`src/rtl/uart_tx_buffered.sv`:
```
// rtl/uart_tx_buffered.sv - buffered UART transmitter with FIFO, prescaler and configurable framing
//
// Accepts words as DATA_VALID pulses into a DEPTH-entry FIFO and serialises them
// back-to-back. Frame: start bit, DATA_WD data bits LSB first, optional parity bit,
// then one or two stop bits. Bit timing comes from a prescaler that runs on CLK.
//
// Ports:
//   CLK         system clock
//   RST         synchronous reset, active-high
//   P_DATA      word to transmit
//   DATA_VALID  push P_DATA this cycle (dropped if the FIFO is full)
//   PAR_EN      1 = parity bit present
//   PAR_TYPE    0 = even, 1 = odd
//   STOP2       1 = two stop bits
//   DIV_RATIO   CLK cycles per bit; 0 and 1 both mean 1
//   CLR_OVF     clears OVERFLOW (a simultaneous drop wins)
//   S_DATA      serial line, idle high
//   busy        frame in progress
//   FIFO_FULL   FIFO holds DEPTH words
//   FIFO_EMPTY  FIFO holds no words
//   LEVEL       number of words held
//   OVERFLOW    sticky: a push was dropped

module uart_tx_buffered #(
    parameter int DATA_WD = 8,
    parameter int DEPTH   = 4,
    parameter int DIV_WD  = 8
) (
    input  logic                     CLK,
    input  logic                     RST,
    input  logic [DATA_WD-1:0]       P_DATA,
    input  logic                     DATA_VALID,
    input  logic                     PAR_EN,
    input  logic                     PAR_TYPE,
    input  logic                     STOP2,
    input  logic [DIV_WD-1:0]        DIV_RATIO,
    input  logic                     CLR_OVF,
    output logic                     S_DATA,
    output logic                     busy,
    output logic                     FIFO_FULL,
    output logic                     FIFO_EMPTY,
    output logic [$clog2(DEPTH):0]   LEVEL,
    output logic                     OVERFLOW
);

    localparam int PW = $clog2(DEPTH);
    localparam int LW = PW + 1;
    localparam int BW = $clog2(DATA_WD);

    typedef enum logic [2:0] {
        ST_IDLE,
        ST_START,
        ST_DATA,
        ST_PARITY,
        ST_STOP1,
        ST_STOP2
    } state_t;

    // ------------------------------------------------------------------
    // FIFO
    // ------------------------------------------------------------------
    logic [DATA_WD-1:0] mem_q [DEPTH];
    logic [PW-1:0]      wr_ptr_q;
    logic [PW-1:0]      rd_ptr_q;
    logic [LW-1:0]      level_q;
    logic [LW-1:0]      level_d;
    logic               full_q;
    logic               empty_q;
    logic               ovf_q;
    logic               ovf_d;

    logic               push;
    logic               drop;
    logic               pop;
    logic [DATA_WD-1:0] head;

    // A push against a full FIFO is dropped even when a pop frees a slot in the
    // same cycle, because fullness is judged on the registered flag.
    assign push = DATA_VALID && !full_q;
    assign drop = DATA_VALID && full_q;
    assign head = mem_q[rd_ptr_q];

    always_comb begin
        level_d = level_q;
        case ({push, pop})
            2'b10:   level_d = level_q + LW'(1);
            2'b01:   level_d = level_q - LW'(1);
            default: level_d = level_q;
        endcase
        // Set beats clear when both happen in the same cycle.
        ovf_d = drop | (ovf_q & ~CLR_OVF);
    end

    always_ff @(posedge CLK) begin
        if (push) begin
            mem_q[wr_ptr_q] <= P_DATA;
        end
    end

    always_ff @(posedge CLK) begin
        if (RST) begin
            wr_ptr_q <= '0;
            rd_ptr_q <= '0;
            level_q  <= '0;
            full_q   <= 1'b0;
            empty_q  <= 1'b1;
            ovf_q    <= 1'b0;
        end else begin
            // Pointers are PW bits wide, so they wrap modulo DEPTH naturally.
            if (push) begin
                wr_ptr_q <= wr_ptr_q + PW'(1);
            end
            if (pop) begin
                rd_ptr_q <= rd_ptr_q + PW'(1);
            end
            level_q <= level_d;
            full_q  <= (level_d == LW'(DEPTH));
            empty_q <= (level_d == '0);
            ovf_q   <= ovf_d;
        end
    end

    // ------------------------------------------------------------------
    // Transmit FSM
    // ------------------------------------------------------------------
    state_t             state_q;
    logic [DATA_WD-1:0] shift_q;
    logic               par_bit_q;
    logic               par_en_q;
    logic               stop2_q;
    logic [DIV_WD-1:0]  lim_q;       // last prescaler count of a bit period (N-1)
    logic [DIV_WD-1:0]  cnt_q;
    logic [BW-1:0]      bit_idx_q;
    logic               sdata_q;
    logic               busy_q;

    logic               bit_end;
    logic               frame_end;

    assign bit_end   = (cnt_q == lim_q);
    assign frame_end = bit_end &&
                       (((state_q == ST_STOP1) && !stop2_q) || (state_q == ST_STOP2));

    // Pop either from idle or at the very end of the last stop bit, which lets
    // queued words go out with no idle gap between frames.
    assign pop = !empty_q && ((state_q == ST_IDLE) || frame_end);

    always_ff @(posedge CLK) begin
        if (RST) begin
            state_q   <= ST_IDLE;
            shift_q   <= '0;
            par_bit_q <= 1'b0;
            par_en_q  <= 1'b0;
            stop2_q   <= 1'b0;
            lim_q     <= '0;
            cnt_q     <= '0;
            bit_idx_q <= '0;
            sdata_q   <= 1'b1;
            busy_q    <= 1'b0;
        end else begin
            // The line is a registered image of the current state, so it trails
            // the state by one cycle; every bit still lasts a full period.
            case (state_q)
                ST_START:  sdata_q <= 1'b0;
                ST_DATA:   sdata_q <= shift_q[0];
                ST_PARITY: sdata_q <= par_bit_q;
                default:   sdata_q <= 1'b1;
            endcase

            if (pop) begin
                // Configuration is sampled only here, so mid-frame changes wait
                // for the next frame.
                shift_q   <= head;
                par_bit_q <= (^head) ^ PAR_TYPE;
                par_en_q  <= PAR_EN;
                stop2_q   <= STOP2;
                lim_q     <= (DIV_RATIO == '0) ? '0 : DIV_RATIO - DIV_WD'(1);
                cnt_q     <= '0;
                bit_idx_q <= '0;
                state_q   <= ST_START;
                busy_q    <= 1'b1;
            end else if (state_q == ST_IDLE) begin
                cnt_q  <= '0;
                busy_q <= 1'b0;
            end else if (bit_end) begin
                cnt_q <= '0;
                case (state_q)
                    ST_START: begin
                        bit_idx_q <= '0;
                        state_q   <= ST_DATA;
                    end
                    ST_DATA: begin
                        shift_q   <= shift_q >> 1;
                        bit_idx_q <= bit_idx_q + BW'(1);
                        if (bit_idx_q == BW'(DATA_WD - 1)) begin
                            state_q <= par_en_q ? ST_PARITY : ST_STOP1;
                        end
                    end
                    ST_PARITY: begin
                        state_q <= ST_STOP1;
                    end
                    ST_STOP1: begin
                        if (stop2_q) begin
                            state_q <= ST_STOP2;
                        end else begin
                            state_q <= ST_IDLE;
                            busy_q  <= 1'b0;
                        end
                    end
                    ST_STOP2: begin
                        state_q <= ST_IDLE;
                        busy_q  <= 1'b0;
                    end
                    default: begin
                        state_q <= ST_IDLE;
                        busy_q  <= 1'b0;
                    end
                endcase
            end else begin
                cnt_q <= cnt_q + DIV_WD'(1);
            end
        end
    end

    assign S_DATA     = sdata_q;
    assign busy       = busy_q;
    assign FIFO_FULL  = full_q;
    assign FIFO_EMPTY = empty_q;
    assign LEVEL      = level_q;
    assign OVERFLOW   = ovf_q;

endmodule
```
`config.mk`:
```
export PLATFORM = sky130hd
export DESIGN_NAME = uart_tx_buffered
export DESIGN_NICKNAME = d
export VERILOG_FILES = /design/src/rtl/uart_tx_buffered.sv
export SDC_FILE = /design/constraint.sdc
export NUM_CORES = 1
export LEC_CHECK = 0
export BUFFER_PORTS_ARGS = -buffer_cell sky130_fd_sc_hd__buf_2
export CAP_MARGIN = 20
export CELL_PAD_IN_SITES_DETAIL_PLACEMENT = 1
export CELL_PAD_IN_SITES_GLOBAL_PLACEMENT = 1
export CORE_MARGIN = 2
export CORE_UTILIZATION = 45
export DETAILED_ROUTE_END_ITERATION = 10
export PLACE_DENSITY_LB_ADDON = 0.1
export SETUP_SLACK_MARGIN = 0.15
export SLEW_MARGIN = 20
export SYNTH_ARGS = -nofsm -noshare
export SYNTH_HDL_FRONTEND = slang
export SYNTH_SLANG_ARGS = --single-unit
```
`constraint.sdc`:
```
create_clock -name CLK -period 3.2 [get_ports CLK]
set_input_delay 0.32 -clock CLK [delete_from_list [all_inputs] [get_ports CLK]]
set_output_delay 0.32 -clock CLK [all_outputs]
set_load 0.1 [all_outputs]
```
Yosys cells after proc, flatten, opt, wreduce, memory -nomap -nowiden
Memory sizes are Yosys's and may differ from the RTL's. A register that Yosys moved wholly into a read port is not among the register bits.
Cells that the tools add are included.

storage, ports and cells
  bits in registers = 45
  memory bits (writable) = 32
  input port bits = 23
  output and inout port bits = 8
  word-level logic and storage cells = 95
  memories = 1

operators by class
  add/subtract/negate cells = 7
  equal/unequal tests = 15
  muxes and demuxes = 24
  bitwise gates (word level) = 5
  reduce and logical (&&, ||, !) cells = 26

memory list
  memory  depth  width  rd ports  clocked after Yosys merged registers in  write ports  RTL line  text
  mem_q   4      8      1         1                                        1            62        logic [DATA_WD-1:0] mem_q [DEPTH];

operators by type and width
  cell                                                   number
  two-way mux 8 bit                                      5
  AND reduction 3 bit                                    5
  equality test 3 bit, second input constant             4
  case mux 3 bit (2 select lines)                        2
  case mux 3 bit (4 select lines)                        1
  two-way mux 1 bit                                      9
  two-way mux 3 bit                                      3
  adder 8 x 1 -> 8 bit, second input constant            1
  equality test 8 bit                                    1
  logical NOT 8 bit                                      1
  parity 8 bit                                           1
  subtractor 8 x 1 -> 8 bit, second input constant       1
  adder 3 x 1 -> 3 bit, second input constant            2
  equality test 3 x 2 -> 1 bit, second input constant    2
  logical NOT 3 bit                                      2
  nonzero test 2 bit                                     3
  logical AND 1 bit                                      5
  adder 2 x 1 -> 2 bit, second input constant            2
  two-way mux 2 bit                                      2
  inequality test 2 bit, second input constant           2
  inequality test 4 x 3 -> 1 bit, second input constant  1
  OR reduction 4 bit                                     1
  equality test 3 x 1 -> 1 bit, second input constant    1
  logical NOT 1 bit                                      3
  other kinds (15)                                       17

Logic depth before layout (Yosys ltp)
  depth in word-level cells = 9
  mapped depth = 12
  mapped depth without buffers = 12

Worst setup path after synthesis
OpenSTA, ideal clock, no wires.

  path kind = reg2reg
  start = register cnt_q[4]
  end = register empty_q, in the netlist FIFO_EMPTY
  setup time = 0.071 ns
  arrival = 2.635 ns
  required time = 3.129 ns
  slack = 0.494 ns
  stages on the path, launching flop included = 11
  buffers on the path = 0
  period minus slack after synthesis = 2.706 ns
  cells stage by stage = dfxtp_1 xnor2_1 nand4_2 o32ai_2 nand2_1 inv_2 ha_1 fa_1 nor2_1 a21oi_1 a21oi_1

on the way
  word-level cells in the longest chain between the ends = 7
  elaborated cells between the ends (all ways) = 8
  those cells by class = eq/ne (3); mux (1); reduce/logical (4)

RTL lines
  element                                                              RTL line  text
  from (decl)                                                          132       logic [DIV_WD-1:0] cnt_q;
  from (signal assigned)                                               220       cnt_q <= cnt_q + DIV_WD'(1);
  equality test 8 bit (*)                                              140       assign bit_end = (cnt_q == lim_q);
  logical AND 1 bit (*)                                                141       assign frame_end = bit_end &&
  logical OR 1 bit (*)                                                 146       assign pop = !empty_q && ((state_q == ST_IDLE) || frame_end);
  logical AND 1 bit (*)                                                146
  equality test 2 x 1 -> 1 bit or equality test 2 bit (tied branches)  85        case ({push, pop})
  case mux 3 bit (2 select lines) (*)                                  85
  logical NOT 3 bit (*)                                                118       empty_q <= (level_d == '0);
  to (signal assigned)                                                 118
  to (decl)                                                            68        logic empty_q;

Every way passes the cells marked *; elsewhere a longest branch is shown, timed or not.
A chain may end at the register's enable or synchronous reset.

Worst setup path in the final report
Ends and elaborated chain as after synthesis.

==> qor.yml <==
status: "complete, no violations"
cp_common_cell: "xnor2_1"
tightest_slew_ps: 859
cap_viol_max_count: 0
crit_buf_inv: 1
fin_ws_ps: 509
power_leakage_nw: 1.42
irDropWorstVdd_mv: 0.324
final_net_count: 383
cts_tree: "done"
pin_count: 31
pwr-share-seq: 0.388
skew_ps: 13.8
drt_iter0_drc: 149
yosysSeqAreaShare: 0.528
combPwrFrac: 0.408
antenna_left: 0
post-place-ws_ps: 418
setup_tns_ps: 0
insertion_delay_ps: 360
clockBufferDepth: 2
finalWeightedCongestion: 0.799
power_density_nw_per_um2: 890
synth_edf_count: 32
cts_buffers: 9
die_area_um2: 8740
crit_fanout: 10
finalSetupViolCount: 0
grt_pass1_wl_um: 13200
num_vias: 2549
hold_buffers: 0
final_util: 0.523
p_sw_mw: 1.53
synth_cell_types: 49
synthesis.area_um2: 3600
die_x_um: 93.5
synth-seq-cells: 79
async_flop_share: 0
synthToLayoutAreaGrowth_pct: 12.0
slowest_delay_ps: 430
cp.required_ps: 3490
io_buffers: 30
netSwitchingFraction: 0.426
synth_fp_nets: 357
routedWlPerCell_um: 17.1
root_buffer: "clkbuf_8"
holdWs_ps: 168
netlist.area_leader.share: 0.267
drive_gt1_frac: 0.194
grt_pass1_vias: 2631
yosysTopAreaCell: "edfxtp_1"
worst_ep_arrival_time_ps: 2980
grt_max_degree: 40
slew_violations: 0
power.total_mw: 3.59
fin_area_um2: 4040
cts_htree_levels: 3
clkPwrFrac: 0.204
clock.fmax_mhz: 372
slew_headroom: 0.422
p_int_mw: 2.06
fin_crit_ps: 2690
drt-total-wl_um: 7820
antenna_found_initial: 0
ys_top_cells_by_area: "edfxtp_1 (27%), dfxtp_1 (26%), xnor2_1 (5.3%), mux4_2 (5.0%), a21oi_1 (3.5%)"
clkSinkCount: 79
syn_inst: 324
end_kind: "flip-flop"
grt_util_all_layers: 0.196
post_dp_cell_area_um2: 3840
via_per_inst: 5.58
fp-row-count: 32
hold_viol: 0
first_pass_iters: 4
post-route-drc-count: 0
clk_transition_reported_paths_ps: 100
grt_remaining_overflow: 0
slowest_stage: "dfxtp_1"
coreArea_um2: 7730
hp-class: "in2reg"
dpl.hpwl_um: 5450
yosysWarnings: 0
critPathTopFamily: "simple AND/OR/NAND/NOR gates"
finalNonFillerCells: 457
post_cts_buffers: 0
die_height_um: 93.5
finalCritPeriodShare: 0.841
yosysMostFrequentCell: "dfxtp_1"
initial_core_util: 0.466
post-place-cells: 441
antenna_cells: 0
synthFlopType: "dfxtp_1"
syn_area_per_cell_um2: 11.1
path_cells: "xnor2_1, nand4_2, o32ai_2, nand2_2, inv_4, ha_1, fa_1, xnor2_1, nor2_1, xnor2_1, nor2_1, a21oi_1"
path_class: "reg2reg"
cp-start-kind: "flip-flop"
grt_setup_unrepaired: "false"
yosys-top-cells-count: "dfxtp_1 (47), edfxtp_1 (32), a21oi_1 (25)"
fillers: 872
[layer usage]
layer / global-route usage / share of wire / vias up
met2: 0.317 / 0.48 / 24
met3: 0.0395 / 0.023 / 7
li1: - / - / 1254
met5: 0 / 0 / -
met4: 0.0674 / 0.010 / 0
met1: 0.263 / 0.48 / 1264
[power groups by stage]
stage               logic, mW  clock network [mW]  registers, mW
detailed placement       1.47                   0           1.42
finish                   1.47               0.731           1.39
floorplan               0.963                   0           1.58
CTS                      1.47               0.758           1.40
global route             1.61               0.790           1.42
global placement         1.44                   0           1.41
[path summary, 6_finish.rpt]
check / start / end / slack (ps) / depth (start not counted)
worst max register to register: cnt_q[4] / FIFO_EMPTY / 510 / 12
worst min-delay path: P_DATA[3] / mem_q[1][3] / 170 / 1
worst max-delay path: cnt_q[4] / FIFO_EMPTY / 510 / 12
worst min register to register: OVERFLOW / OVERFLOW / 480 / 2
[layout make-up]
| class | instances | area [um^2] | area share |
|---|---|---|---|
| clock buffers | 9 | 124 | 0.0307 |
| clock inverters | 7 | 72.6 | 0.0180 |
| inverters | 11 | 43.8 | 0.0108 |
| multi-input cells | 214 | 1580 | 0.391 |
| flip-flops and latches | 79 | 1900 | 0.471 |
| well taps | 102 | 128 | 0.0316 |
| repair buffers | 35 | 188 | 0.0465 |
[layout by cell type, fill, tap and decap left out, types with 9 or more instances in the layout]
| cell type | netlist | layout |
|---|---|---|
| nand2_1 | 14 | 13 |
| clkbuf_8 | 0 | 9 |
| a21oi_1 | 25 | 25 |
| nand3_1 | 9 | 9 |
| nor2_1 | 23 | 23 |
| ha_1 | 9 | 9 |
| o21ai_0 | 19 | 18 |
| buf_2 | 1 | 30 |
| inv_1 | 10 | 10 |
| nor3_1 | 14 | 14 |
| xnor2_1 | 22 | 22 |
| edfxtp_1 | 32 | 32 |
| dfxtp_1 | 47 | 47 |
[registers in the layout, indices dropped and copies added, names as in the netlist, 2 cells and up, named ones only]
name       count
LEVEL          3
bit_idx_q      3
cnt_q          8
lim_q          8
mem_q         32
rd_ptr_q       2
shift_q        8
state_q        3
wr_ptr_q       2
[kinds of logic after synthesis]
logic type	share of synthesized area
and+or+nand+nor	0.142
muxes	0.0642
DFF	0.528
AOI/OAI and AO/OA	0.123
adders and majority gates	0.0368
xor gates and xnor gates	0.0718
buffers and inverters	0.0347
[what timing repair did]
item                                   CTS  global route
setup endpoints to repair                0             2
endpoints found under the hold margin    0             0
gates resized for setup                  0             3
Power figures use the tool's default switching activity.
